## config.mk

```make
export PLATFORM = sky130hd
export DESIGN_NAME = stage_sequencer
export DESIGN_NICKNAME = d
export VERILOG_FILES = /design/src/rtl/stage_sequencer_pkg.sv /design/src/rtl/stage_sequencer_event_counter.sv /design/src/rtl/stage_sequencer.sv
export SDC_FILE = /design/constraint.sdc
export NUM_CORES = 1
export LEC_CHECK = 0
export ABC_CLOCK_PERIOD_IN_PS = 2600
export BUFFER_PORTS_ARGS = -buffer_cell sky130_fd_sc_hd__buf_2
export CAP_MARGIN = 20
export CORE_MARGIN = 1.5
export CORE_UTILIZATION = 23
export CTS_CLUSTER_SIZE = 16
export DETAILED_ROUTE_END_ITERATION = 16
export MAX_ROUTING_LAYER = met4
export PLACE_DENSITY_LB_ADDON = 0.1
export SYNTH_ARGS = -nofsm -noshare
export SYNTH_HDL_FRONTEND = slang
export SYNTH_SLANG_ARGS = --single-unit
```

## constraint.sdc

```tcl
create_clock -name clk -period 2.6 [get_ports clk]
set_input_delay 0.13 -clock clk [delete_from_list [all_inputs] [get_ports clk]]
set_output_delay 0.13 -clock clk [all_outputs]
set_load 0.01 [all_outputs]
```

## src/rtl/stage_sequencer_pkg.sv

```systemverilog
// stage_sequencer_pkg: shared state codes and stage indices for the multi-cycle CPU sequencer
package stage_sequencer_pkg;
  localparam int STATE_W = 3;
  localparam int N_STAGES = 5;
  localparam int STG_IF = 0;
  localparam int STG_ID = 1;
  localparam int STG_EXE = 2;
  localparam int STG_MEM = 3;
  localparam int STG_WB = 4;
  typedef enum logic [STATE_W-1:0] {
    S_IDLE = 3'd0,
    S_IF   = 3'd1,
    S_ID   = 3'd2,
    S_EXE  = 3'd3,
    S_MEM  = 3'd4,
    S_WB   = 3'd5,
    S_HOLD = 3'd6
  } state_e;
endpackage

```

## src/rtl/stage_sequencer_event_counter.sv

```systemverilog
// event_counter: wrapping event counter cleared by synchronous reset
module event_counter #(
  parameter int CNT_W = 32
) (
  input  logic             clk,
  input  logic             rst,
  input  logic             inc,
  output logic [CNT_W-1:0] count
);
  logic [CNT_W-1:0] count_q;
  // count qualifying cycles, wrapping naturally at 2^CNT_W
  always_ff @(posedge clk) begin
    if (rst) count_q <= '0;
    else if (inc) count_q <= count_q + 1'b1;
  end
  assign count = count_q;
endmodule

```

## src/rtl/stage_sequencer.sv

```systemverilog
// stage_sequencer: one-instruction-at-a-time IF/ID/EXE/MEM/WB sequencer with single-step support
module stage_sequencer
  import stage_sequencer_pkg::*;
#(
  parameter int CNT_W = 32
) (
  input  logic               clk,
  input  logic               rst,
  input  logic               run_mode,
  input  logic               step,
  input  logic               IF_over,
  input  logic               ID_over,
  input  logic               EXE_over,
  input  logic               MEM_over,
  input  logic               WB_over,
  output logic               IF_valid,
  output logic               ID_valid,
  output logic               EXE_valid,
  output logic               MEM_valid,
  output logic               WB_valid,
  output logic               IF_ID_en,
  output logic               ID_EXE_en,
  output logic               EXE_MEM_en,
  output logic               MEM_WB_en,
  output logic               next_fetch,
  output logic [STATE_W-1:0] state,
  output logic [CNT_W-1:0]   cycle_cnt,
  output logic [CNT_W-1:0]   inst_cnt
);
  state_e state_q, state_d;
  logic [N_STAGES-1:0] valid, over, done;
  logic advance;
  assign over = {WB_over, MEM_over, EXE_over, ID_over, IF_over};
  assign valid = (state_q >= S_IF && state_q <= S_WB) ? N_STAGES'(1) << (state_q - S_IF) : '0;
  assign done = valid & over;
  assign advance = |done;
  assign {WB_valid, MEM_valid, EXE_valid, ID_valid, IF_valid} = valid;
  assign {MEM_WB_en, EXE_MEM_en, ID_EXE_en, IF_ID_en} = rst ? 4'b0 : done[STG_MEM:STG_IF];
  assign next_fetch = !rst && done[STG_WB];
  assign state = state_q;
  // state register; reset parks the sequencer in idle and drops any in-flight instruction
  always_ff @(posedge clk) begin
    if (rst) state_q <= S_IDLE;
    else state_q <= state_d;
  end
  // next state: a stage advances only on its own completion; illegal codes restart fetch
  always_comb begin
    state_d = state_q;
    case (state_q)
      S_IDLE:                     state_d = S_IF;
      S_IF, S_ID, S_EXE, S_MEM:   state_d = advance ? state_e'(state_q + 3'd1) : state_q;
      S_WB:                       state_d = advance ? (run_mode ? S_IF : S_HOLD) : S_WB;
      S_HOLD:                     state_d = (step || run_mode) ? S_IF : S_HOLD;
      default:                    state_d = S_IF;
    endcase
  end
  event_counter #(.CNT_W(CNT_W)) u_cycle_cnt (.clk(clk), .rst(rst), .inc(1'b1), .count(cycle_cnt));
  event_counter #(.CNT_W(CNT_W)) u_inst_cnt (.clk(clk), .rst(rst), .inc(done[STG_WB]), .count(inst_cnt));
endmodule

```

==> flow_metrics.py <==
metrics = {
    "worst_hold_path": {
        "hold_depth": 3,
        "worstHoldPathType": "primary input to flip-flop",
        "hold_end": "state[1]",
        "hp-start": "run_mode",
    },
    "job": {
        "timing.max_cap.violations": 0,
    },
    "cells_and_area": {
        "fin_util_pct": 30.59,
        "nets": 514,
        "finalNonFillerCells": 686,
        "final_layout_size_suffix_gt1_share_pct": 24.90,
        "syn_to_final_growth_pct": 30.88,
        "antenna_cells": 0,
    },
    "grt": {
        "grt_pass1_vias": 2808,
        "grtUsageTotal_pct": 12.62,
        "grt_overflow": 0,
        "grt_pass1_wl_um": 14370,
        "antenna_found_initial": 0,
        "grt_max_degree": 38,
    },
    "clocking": {
        "cts_htree_levels": 3,
        "cts_sinks": 67,
        "cts_hold_buf": 0,
        "cts_tree": "yes",
        "clockBufferDepth": 2,
        "clock_latency_ps": 340,
        "path_clk_slew_ps": 50,
        "root_buffer": "clkbuf_16",
        "cts-buffers-inserted": 9,
    },
    "timing": {
        "hold_viol": 0,
        "final.min_clock_period_ps": 2469,
        "fin_crit_sh_pct": 94.95,
        "slew_violations": 0,
        "worstMarginPinSlew_ps": 740.7,
        "relSlewSlack_pct": 50.62,
        "setup_tns_ps": 0,
        "holdWs_ps": 171.6,
        "max_freq_mhz": 405.1,
        "rsz0062_at_grt": "no",
        "setup_violations": 0,
        "skew_ps": 7.815,
    },
    "route": {
        "ant_nets": 0,
        "avgViaCountPerCell": 4.554,
        "firstDrtPassIters": 4,
        "drtIter0Drc": 149,
        "wl_per_cell_um": 13.57,
        "num_vias": 3124,
        "routed_wl_um": 9308,
        "drc": 0,
    },
    "placement": {
        "gp_congestion": 0.7564,
        "dp_cells": 670,
        "io_buffers": 85,
        "place_hpwl_um": 6729,
    },
    "power_and_ir_drop": {
        "leakagePower_nw": 1.753,
        "design_power_total_mw": 2.885,
        "worst_ir_drop_vdd_mv": 0.3123,
        "p_per_area_mw_per_mm2": 654.0,
    },
    "logic_synthesis": {
        "syn_avg_cell_area_um2": 8.385,
        "synth_edf_count": 0,
        "seq_area_frac_synth_pct": 39.79,
        "synth-compound-area-share_pct": 7.350,
        "synth-simple-area-share_pct": 32.03,
        "synthArstFlopShare_pct": 0,
        "ys_warn_count": 0,
        "synth_top_flop_cell": "dfxtp_1",
        "synth-seq-cells": 67,
        "syn_area_mm2": 0.003371,
        "synth.top_cells.by_count": "67 x dfxtp_1, 64 x nor2_1, 31 x xnor2_1",
        "yosys.cell_count.top_type": "dfxtp_1",
        "syn_nets": 419,
        "post_synth_fa_ha_maj_area_fraction_pct": 2.970,
        "synth_top_family_by_area": "simple AND/OR/NAND/NOR gates",
        "synth_cell_types": 49,
        "syn_inst": 402,
        "synth_area_leaders": "dfxtp_1 40%, xnor2_1 8.1%, nor2_1 7.1%, xor2_1 5.2%, nand4_1 3.9%",
        "yosysTopAreaCellShare_pct": 39.79,
        "yosys.area_share.xor_xnor_pct": 13.73,
        "synthMuxAreaShare_pct": 0.9651,
        "synth_largest_area_cell": "dfxtp_1",
    },
    "setup_path": {
        "rr_worst_depth": 7,
        "rr_endpoint": "u_inst_cnt.count[31]",
        "reg2reg_slack_ps": 210,
        "cp_max_fo": 9,
        "crit_type": "flip-flop to output port",
        "worst_setup_path_end_kind": "output port",
        "crit_required_ps": 2470,
        "cp.arrival_ps": 2340,
        "r2r_start": "state[0]",
        "worstSetupStartpointType": "flip-flop",
    },
    "floorplan": {
        "num_rows": 44,
        "die_h_um": 124.1,
        "num_io_pins": 86,
        "start_util_pct": 23.37,
        "dieArea_mm2": 0.01539,
        "core_area_mm2": 0.01442,
        "die-width_um": 124.1,
    },
    "outcome": {
        "status": "finished, final reports clean",
    },
}
-- sequential cells by signal, summed over array words and instances (netlist names) --
name / flops
state: 3
u_inst_cnt.count: 32
u_cycle_cnt.count: 32
-- layout by cell type (no fill, tap or decap), types with 2 or more instances in the layout --
cell        count
inv_1          12
clkbuf_16       9
and4_1         13
nand4_1        21
clkinvlp_4      2
nand3_1        21
nor2b_1         6
a211oi_1        2
and2_1          3
buf_2          85
nand2b_1        3
or3_1          11
o31ai_1         2
dfxtp_1        67
a21oi_1        11
ha_1            7
a21o_1          2
xnor2_1        31
nand2_1        23
o21ai_0         9
nor4_1          7
nor2_1         64
and3_1          6
xor2_1         20
nor3_1         20
or4_1           2
buf_4          14
bufinv_16       2
-- where the power goes --
part	internal [mW]	switching [mW]
Clock	0.865	0.478
Sequential	1.04	0.0292
Combinational	0.196	0.273
Total	2.11	0.780
-- worst max-delay path by stage --
stage                        start                    to  slack, ps  cells past startpoint
after floorplan           state[0]  u_inst_cnt.count[31]        330                      8
after detailed placement  state[0]              state[0]        170                      7
after CTS                 state[0]              state[0]        150                      7
after global routing      state[0]            next_fetch         20                      7
after global placement    state[0]              state[0]        250                      7
final                     state[0]             MEM_WB_en        130                      8
-- area by class of cell --
cell class | instances | area [um2]
timing repair buffer | 99 | 530.5
clock inverter | 6 | 88.84
clock buffer | 10 | 239.0
fill | 1585 | 10010
multi-input combinational | 308 | 1937
inverter | 12 | 45.04
sequential | 67 | 1341
tap | 184 | 230.2
-- stage by stage --
stage | cell area (um2) | setup WS, ps
2_1_floorplan | 3371 | 328.5
3_3_place_gp | 4070 | 249.5
3_5_place_dp | 4070 | 168.0
4_1_cts | 4398 | 145.2
5_1_grt | 4412 | 15.56
6_report | 4412 | 131.2
-- metal layers --
layer | vias up | GRT usage [%] | routed length (um)
met4 | 0 | 6.676 | 194
met1 | 1444 | 16.64 | 4695
li1 | 1609 | - | -
met3 | 11 | 2.518 | 345
met2 | 60 | 18.10 | 4072
met5 | - | - | 0
-- cells by family after synthesis --
logic type / after synthesis
AOI/OAI and AO/OA: 38
xor gates and xnor gates: 52
adders and majority gates: 8
buffers and inverters: 27
DFF: 67
muxes: 3
and+or+nand+nor: 207
-- worst max-delay path, stage by stage, from the launching register on --
cell	delay, ps
dfxtp_1	490
inv_1	140
ha_1	340
or2_2	310
o22ai_1	200
buf_4	190
nand2b_1	80
nor2_1	110
buf_2	130
-- timing repair --
item	in CTS	in global routing
endpoints found under the setup margin	0	3
buffers inserted	0	0
gates resized for setup	0	3
endpoints found under the hold margin	0	0
Note: power is estimated with default switching activity, not from simulation.
